`config.mk`:
```
export PLATFORM = sky130hd
export DESIGN_NAME = i2s_tx
export DESIGN_NICKNAME = d
export VERILOG_FILES = /design/src/rtl/i2s_tx.sv
export SDC_FILE = /design/constraint.sdc
export NUM_CORES = 1
export LEC_CHECK = 0
export CAP_MARGIN = 20
export CORE_AREA = 2 2 88 124
export DETAILED_ROUTE_END_ITERATION = 10
export DIE_AREA = 0 0 90 126
export HOLD_SLACK_MARGIN = 0.03
export PLACE_DENSITY_LB_ADDON = 0.05
export SYNTH_ARGS = -nofsm -noshare
export SYNTH_HDL_FRONTEND = slang
export SYNTH_SLANG_ARGS = --single-unit
```
`constraint.sdc`:
```
create_clock -name clk -period 2.85 [get_ports clk]
set_input_delay 0.57 -clock clk [delete_from_list [all_inputs] [get_ports clk]]
set_output_delay 0.57 -clock clk [all_outputs]
set_load 0.005 [all_outputs]
```
`src/rtl/i2s_tx.sv`:
```
// I2S serialiser: one-entry s_valid/s_ready pair buffer, MSB first one sclk after each lrck edge; I2S_TX_REPEAT_EN replays last pair on underflow.
// Latency: MSB on sdin 2*SCLK_HALF clk after the lrck edge; s_ready drops while a pair waits, frees the cycle after the left-frame load.
module i2s_tx #(
  parameter int DATA_W    = 16,
  parameter int SCLK_HALF = 4
) (
  input  logic              clk,
  input  logic              rst,
  input  logic              lrck,
  input  logic              s_valid,
  output logic              s_ready,
  input  logic [DATA_W-1:0] s_left,
  input  logic [DATA_W-1:0] s_right,
  output logic              sclk,
  output logic              sdin,
  output logic              underflow
);

  localparam int CW = (SCLK_HALF > 1) ? $clog2(SCLK_HALF) : 1;
  localparam int BW = (DATA_W > 1) ? $clog2(DATA_W) : 1;

  typedef enum logic [1:0] {IDLE, DELAY, SHIFT, PAD} state_t;

  state_t            state, state_nxt;
  logic              lrck_q;
  logic              lrck_edge;
  logic [CW-1:0]     sclk_cnt;
  logic              sclk_tc;
  logic              fall_ev;
  logic [BW-1:0]     bit_cnt;
  logic              last_bit;
  logic [DATA_W-1:0] shift;
  logic [DATA_W-1:0] right_hold;
  logic              buf_full;
  logic [DATA_W-1:0] buf_left;
  logic [DATA_W-1:0] buf_right;
`ifdef I2S_TX_REPEAT_EN
  logic [DATA_W-1:0] last_left;
  logic [DATA_W-1:0] last_right;
`endif

  assign lrck_edge = (lrck != lrck_q);
  assign sclk_tc   = (sclk_cnt == CW'(SCLK_HALF - 1));
  assign fall_ev   = sclk_tc && sclk;
  assign last_bit  = (bit_cnt == BW'(DATA_W - 1));
  assign s_ready   = !buf_full;

  always_ff @(posedge clk or posedge rst) begin
    if (rst) state <= IDLE;
    else     state <= state_nxt;
  end

  // Any lrck edge restarts the word, aborting one still in flight.
  always_comb begin
    state_nxt = state;
    if (lrck_edge) begin
      state_nxt = DELAY;
    end else begin
      case (state)
        DELAY:   if (fall_ev) state_nxt = SHIFT;
        SHIFT:   if (fall_ev && last_bit) state_nxt = PAD;
        default: state_nxt = state;
      endcase
    end
  end

  always_ff @(posedge clk or posedge rst) begin
    if (rst) begin
      lrck_q     <= 1'b0;
      sclk       <= 1'b0;
      sclk_cnt   <= '0;
      sdin       <= 1'b0;
      underflow  <= 1'b0;
      bit_cnt    <= '0;
      shift      <= '0;
      right_hold <= '0;
      buf_full   <= 1'b0;
      buf_left   <= '0;
      buf_right  <= '0;
`ifdef I2S_TX_REPEAT_EN
      last_left  <= '0;
      last_right <= '0;
`endif
    end else begin
      lrck_q    <= lrck;
      underflow <= 1'b0;

      if (lrck_edge) begin
        sclk     <= 1'b0;
        sclk_cnt <= '0;
      end else if (sclk_tc) begin
        sclk     <= !sclk;
        sclk_cnt <= '0;
      end else begin
        sclk_cnt <= sclk_cnt + CW'(1);
      end

      // Fill and drain are exclusive: fill needs empty, drain needs full.
      if (s_valid && !buf_full) begin
        buf_left  <= s_left;
        buf_right <= s_right;
        buf_full  <= 1'b1;
      end

      if (lrck_edge) begin
        sdin    <= 1'b0;
        bit_cnt <= '0;
        if (!lrck) begin
          if (buf_full) begin
            shift      <= buf_left;
            right_hold <= buf_right;
            buf_full   <= 1'b0;
`ifdef I2S_TX_REPEAT_EN
            last_left  <= buf_left;
            last_right <= buf_right;
`endif
          end else begin
            underflow  <= 1'b1;
`ifdef I2S_TX_REPEAT_EN
            shift      <= last_left;
            right_hold <= last_right;
`else
            shift      <= '0;
            right_hold <= '0;
`endif
          end
        end else begin
          shift <= right_hold;
        end
      end else if (fall_ev) begin
        case (state)
          DELAY: begin
            sdin  <= shift[DATA_W-1];
            shift <= shift << 1;
          end
          SHIFT: begin
            if (last_bit) begin
              sdin <= 1'b0;
            end else begin
              sdin    <= shift[DATA_W-1];
              shift   <= shift << 1;
              bit_cnt <= bit_cnt + BW'(1);
            end
          end
          default: sdin <= 1'b0;
        endcase
      end
    end
  end

endmodule

```
==> key figures, run 1 <==
Job
  • Max_cap viols: 0

Place
  • I/O Buffers: 39
  • # placed instances: 459
  • Gpl congestion: 0.7348
  • Worst slack, placed: 0.3031 ns
  • Detailed Place HPWL: 4619 um

Pwr
  • Maximum vdd drop: 0.2581 mV
  • Leak pwr: 1.835 nW
  • Pwr dens: 791.3 nW/um^2
  • Total power: 3.433 mW

CTS
  • Hold-fix buffers, CTS: 0
  • Cts repair resizes: 0
  • CTS tree: done
  • Worst skew pair latency: 0.33 ns
  • Total clock sinks: 77
  • Clock-pin slew on the worst setup and hold paths: 0.06 ns
  • Post-CTS Setup Bufs: 0
  • Root Driver: clkbuf_16
  • Longest Clk Path Bufs: 2
  • H-tree depth: 3
  • CTS Buf Count: 9

Synth
  • Seq/Total Area, Yosys: 0.5492
  • Mapped Avg Cell Area: 11.89 um^2
  • Commonest register cell after synthesis: dfrtp_1
  • Commonest cells post-synth: dfrtp_1 (77), mux2_2 (36), inv_1 (24)
  • Syn_nets: 336
  • Yosys cell types: 37
  • Largest family of logic cells by synthesized area: multiplexers
  • Count of flip-flops with a built-in enable after synthesis: 0
  • Most frequent cell after synthesis: dfrtp_1
  • Post-Synth Adder-Cell Area: 0.01783
  • Post-synth top area share: 0.5492
  • Register bit total from synthesis: 77
  • Leading post-synthesis cells by cell area: dfrtp_1 (55%), mux2_2 (12%), mux2_4 (3.9%)
  • Largest area contributor in the netlist: dfrtp_1
  • Compound-Gate Fraction of Synth Area: 0.1145
  • Mux cell area share after synthesis: 0.1633
  • Cell count after synthesis: 295
  • Yosys warnings: 0
  • Mapped cell area: 3508 um^2
  • Post-synth ARST share: 1.000
  • Synth Area in XOR/XNOR: 0.002496
  • Synth Area in Simple Gates: 0.09344

Timing
  • Slew HR: 0.5470
  • RSZ-0062 raised after global routing: false
  • Setup TNS: 0 ns
  • Setup WS post-layout: 0.6502 ns
  • Min Hold Slack: 0.4282 ns
  • Achievable Freq: 454.6 MHz
  • Layout Skew: 0.006417 ns
  • Slew @ Worst Pin: 0.6762 ns
  • Min Tclk post-route: 2.200 ns
  • Final setup viols: 0
  • Crit share post-route: 0.7719
  • Final Hold Vio Count: 0
  • Max-slew violations: 0

Die
  • IO Count: 40
  • Chip height: 126 um
  • Core footprint: 10,240 um^2
  • Die Width: 90 um
  • Initial core utilization: 0.3426
  • Die area: 11,340 um^2
  • # rows: 44

Final layout
  • Fraction of layout cells with a size suffix above 1: 0.2226
  • Non-Filler Instances: 475
  • Diodes inserted: 0
  • Area Growth Syn to Fin: 23.64%
  • Fin nets: 373

GRT
  • Largest net degree at the start of global routing: 78
  • GRT Resource Usage Total: 0.1350
  • Grt ovf: 0
  • First-pass GRT wire length: 12,330 um
  • Initial antenna violation count: 0
  • Vias in the first global route: 2,410

Route
  • DR top layer: met4
  • Post-DR wirelength/cell: 14.98 um
  • Post-route ant nets: 0
  • Drt first pass iters: 4
  • Drt drc: 0
  • Routed vias: 2,278
  • Met2 Wirelength: 3247 um
  • Vias/cell: 4.796
  • Met3 WL post-DR: 241 um
  • Routed wire length: 7117 um
  • DRT iter0 DRCs: 98
  • M1 WL: 3534 um

Worst setup path
  • Crit path capture type: flop
  • Critical path arrival: 2.41 ns
  • CP Launch Type: input pin
  • WS Path Type: input pin to flop
  • Worst EP required: 3.06 ns
  • Max FO, Critical Path: 9

Status
  • Status: finished clean

Hold path
  • Hold WC Path Type: flop to flop
-- power by group --
part	switching [mW]	internal [mW]	total, mW
clock	0.424	0.699	1.12
combinational	0.269	0.432	0.701
sequential	0.192	1.42	1.61
total	0.885	2.55	3.43
-- final cells by class --
type,instances,area (um^2)
well taps,138,172.7
inverters,24,90.09
clock buffers,12,246.5
multi-input cells,171,1376
clock inverters,4,47.55
repair buffers,49,478.0
fillers,1017,5902
flip-flops and latches,77,1927
-- routing by layer --
metal / GRT usage / vias to the layer above
li1: - / 1124
met1: 0.1935 / 1115
met2: 0.1977 / 34
met3: 0.03349 / 5
met4: 0.05158 / 0
met5: 0 / -
-- worst paths after layout --
check / cells after the start / slack (ns) / startpoint / end
worst max register to register: 4 / 0.74 / bit_cnt[0] / shift[9]
max in group asynchronous: 3 / 1.87 / rst / buf_left[7]
worst min-delay path: 1 / 0.43 / sclk_cnt[0] / sclk_cnt[0]
min in group asynchronous: 3 / 0.66 / rst / buf_right[4]
worst max-delay path: 7 / 0.65 / lrck / shift[9]
worst min register to register: 1 / 0.43 / sclk_cnt[0] / sclk_cnt[0]
-- registers in the layout (all words and copies together), names as in the netlist --
signal	flops
buf_full	1
lrck_q	1
buf_left	16
shift	16
bit_cnt	4
state	2
sclk	1
right_hold	16
buf_right	16
sdin	1
sclk_cnt	2
underflow	1
-- critical path, cell delays in order --
cell and delay [ns]:
clkdlybuf4s50_1 0.51, inv_1 0.10, ha_1 0.45, buf_4 0.23
a21oi_1 0.19, a2bb2oi_1 0.09, mux2_2 0.27
-- kinds of logic (layout without fill, tap and decap cells) --
| logic type | count (synthesis) | in the layout |
|---|---|---|
| adders and majority gates | 5 | 5 |
| DFF | 77 | 77 |
| xor gates and xnor gates | 1 | 1 |
| and+or+nand+nor | 54 | 54 |
| AOI/OAI and AO/OA | 63 | 63 |
| muxes | 48 | 48 |
| buffers and inverters | 47 | 89 |
-- per-stage QoR --
stage,util,instance area [um^2]
floorplan,-,3508
global placement,0.3949,4044
detailed placement,0.3949,4044
CTS,0.4236,4338
global route,0.4236,4338
finish,0.4236,4338
-- cells in the final DEF (no fill, tap or decap), types with 3 or more instances in the layout --
cell             instances
buf_4                    9
nand3_1                 15
a31oi_1                  3
nand2_1                  8
mux2_4                   9
dfrtp_1                 77
clkdlybuf4s50_1         39
nor3_1                   3
ha_1                     5
and2_1                   3
nand3b_1                15
a21oi_1                 20
mux2_2                  36
clkbuf_16                9
inv_1                   23
a2bb2oi_1               14
o21ai_0                 19
No activity file was read; power rests on OpenSTA's default activity.
==> inputs of run 2 (changes only) <==
==> constraint.sdc (replaced) <==
create_clock -name clk -period 2 [get_ports clk]
set_input_delay 0.4 -clock clk [delete_from_list [all_inputs] [get_ports clk]]
set_output_delay 0.4 -clock clk [all_outputs]
set_load 0.005 [all_outputs]
==> run 2 against run 1 <==
Via count up 1.1%. First-iteration DRC count down 12%. Cell count up 1.9%. Global-route usage up 0.60 points. Count of clock-buffer cells in the layout down 1. Hold slack better by 0.018 ns. Critical path type is now flop to output port. Critical endpoint is now s_ready. Highest routed layer unchanged.
==> key figures, run 2 (synthesized netlist as in run 1, its figures left out) <==
Place
  • # placed instances: 468 (+2.0%)
  • Post-DP Area: 4140 um^2 (+2.4%)
  • Detailed Place HPWL: 4806 um (+4.0%)
  • I/O Buffers: 39 (unchanged)
  • Gpl congestion: 0.7435 (+1.2%)

Worst setup path
  • Reg-to-Reg Start: state[0]
  • Critical path arrival: 1.50 ns (-0.91 ns)
  • WS Path Type: flop to output port
  • Worst EP required: 1.60 ns (-1.46 ns)
  • Max FO, Critical Path: 12 (+3)
  • Worst flop-to-flop path endpoint: shift[9]
  • CP Launch Type: flop
  • Crit path capture type: output port
  • Worst reg2reg setup slack: 0.13 ns (-0.61 ns)
  • Reg2Reg Depth: 6 (+2)

GRT
  • Initial antenna violation count: 0 (unchanged)
  • Grt ovf: 0 (unchanged)
  • Largest net degree at the start of global routing: 78 (unchanged)
  • Vias in the first global route: 2,491 (+3.4%)
  • First-pass GRT wire length: 12,700 um (+3.0%)
  • GRT Resource Usage Total: 0.1411 (+0.006025)

Timing
  • Setup TNS: 0 ns (unchanged)
  • Layout Skew: 0.005861 ns (-0.0005560 ns)
  • Achievable Freq: 525.9 MHz
  • Final Hold Vio Count: 0 (unchanged)
  • Max-slew violations: 0 (unchanged)
  • Crit share post-route: 0.9507
  • Final setup viols: 0 (unchanged)
  • Slew @ Worst Pin: 0.4661 ns (-0.2102 ns)
  • Slew HR: 0.6893 (+0.1423)
  • Min Tclk post-route: 1.901 ns
  • RSZ-0062 raised after global routing: false

CTS
  • CTS Buf Count: 9 (unchanged)
  • Clock-pin slew on the worst setup and hold paths: 0.06 ns (about the same)
  • Hold-fix buffers, CTS: 0 (unchanged)
  • CTS tree: done
  • Post-CTS Setup Bufs: 0 (unchanged)
  • Worst skew pair latency: 0.33 ns (about the same)
  • H-tree depth: 3 (unchanged)
  • Cts repair resizes: 0 (unchanged)
  • Root Driver: clkbuf_16
  • Total clock sinks: 77 (unchanged)
  • Longest Clk Path Bufs: 2 (unchanged)

Route
  • DRT iter0 DRCs: 86 (-12%)
  • Routed vias: 2,303 (+1.1%)
  • Routed wire length: 7195 um (+1.1%)
  • Drt first pass iters: 4 (unchanged)
  • Post-DR wirelength/cell: 14.87 um (-0.78%)
  • Drt drc: 0 (unchanged)
  • Post-route ant nets: 0 (unchanged)
  • Vias/cell: 4.758 (-0.78%)

Final layout
  • Non-Filler Instances: 484 (+1.9%)
  • Diodes inserted: 0 (unchanged)
  • Area Growth Syn to Fin: 27.57%
  • Fin nets: 382 (+2.4%)
  • FILL cells: 1,011 (-0.59%)
  • Layout Utilization: 0.4371 (+0.01344)
  • Commonest cells after routing, fill and taps aside: dfrtp_1 (77), clkdlybuf4s50_1 (39), mux2_2 (36)
  • Fin area: 4476 um^2 (+3.2%)
  • Commonest non-fill, non-tap cell in the layout: dfrtp_1
  • Fraction of layout cells with a size suffix above 1: 0.2486 (+0.02600)

Die
  • IO Count: 40 (unchanged)
  • Chip height: 126 um (unchanged)
  • Core footprint: 10,240 um^2 (unchanged)
  • # rows: 44 (unchanged)
  • Die area: 11,340 um^2 (unchanged)
  • Initial core utilization: 0.3426 (unchanged)
  • Die Width: 90 um (unchanged)

Hold path
  • Worst Hold Launch: sclk_cnt[0]
  • Hold WC Path Type: flop to flop
  • Worst Hold End: sclk_cnt[0]
  • Worst hold stages: 1 (unchanged)

Status
  • Status: finished clean

Pwr
  • Leak pwr: 1.906 nW (+3.9%)
  • Pwr dens: 1145 nW/um^2 (+45%)
  • Maximum vdd drop: 0.4061 mV (+57%)

Job
  • Max_cap viols: 0 (unchanged)
[run 2: cell count changes in the layout (fill, tap and decap cells not counted), sizes merged]
cell,delta
clkbuf,-1
clkinv,+1
buf,+9
bufinv,+1
inv,-1
[run 2: critical path, stage by stage (launching register included)]
cell and delay [ns]:
dfrtp_1 0.63, inv_1 0.08, clkdlybuf4s50_1 0.46
[run 2: final cells by class]
cell class	instances	area, um^2	area share
Inverter	24	93.84	0.02097
Sequential cell	77	1927	0.4305
Clock buffer	11	252.7	0.05647
Clock inverter	5	82.58	0.01845
Multi-Input combinational cell	171	1376	0.3075
Tap cell	138	172.7	0.03858
Timing Repair Buffer	58	570.5	0.1275
[run 2: metrics by stage]
stage	setup WS [ns]	hold slack, ns	power, mW
floorplan	0.03407	0.4085	3.012
global placement	-0.2238	0.4286	3.348
detailed placement	-0.2245	0.4276	3.375
CTS	0.05399	0.4473	5.204
global route	0.0005954	0.4862	5.456
finish	0.09859	0.4462	5.123
[run 2: how the worst max path moves through the flow]
stage,startpoint,end,slack (ns),cells past startpoint
floorplan,lrck,shift[10],0.03,8
finish,buf_full,s_ready,0.1,2
global placement,lrck,shift[5],-0.22,7
CTS,buf_full,s_ready,0.05,2
detailed placement,lrck,shift[8],-0.22,7
global route,buf_full,s_ready,0.0006,2
[run 2: layer usage]
metal / global-route usage / up-vias / wire length (um)
li1: - / 1134 / -
met1: 0.1954 / 1130 / 3529
met2: 0.2070 / 29 / 3316
met3: 0.03589 / 10 / 239
met4: 0.06697 / 0 / 110
met5: 0 / - / 0
[run 2: report_power, final]
part | internal [mW] | total (mW) | switching, mW
logic | 0.645 | 1.02 | 0.377
registers | 2.02 | 2.31 | 0.291
clock network | 1.16 | 1.79 | 0.631
total | 3.82 | 5.12 | 1.30
==> inputs of run 3 (changes only) <==
--- a/config.mk
+++ b/config.mk
@@ -11,6 +11,7 @@
 export DIE_AREA = 0 0 90 126
 export HOLD_SLACK_MARGIN = 0.03
 export PLACE_DENSITY_LB_ADDON = 0.05
+export SKIP_LAST_GASP = 1
 export SYNTH_ARGS = -nofsm -noshare
 export SYNTH_HDL_FRONTEND = slang
 export SYNTH_SLANG_ARGS = --single-unit
==> results of run 3 <==
Same layout as run 2: the final DEF is identical, and so are final timing and power.
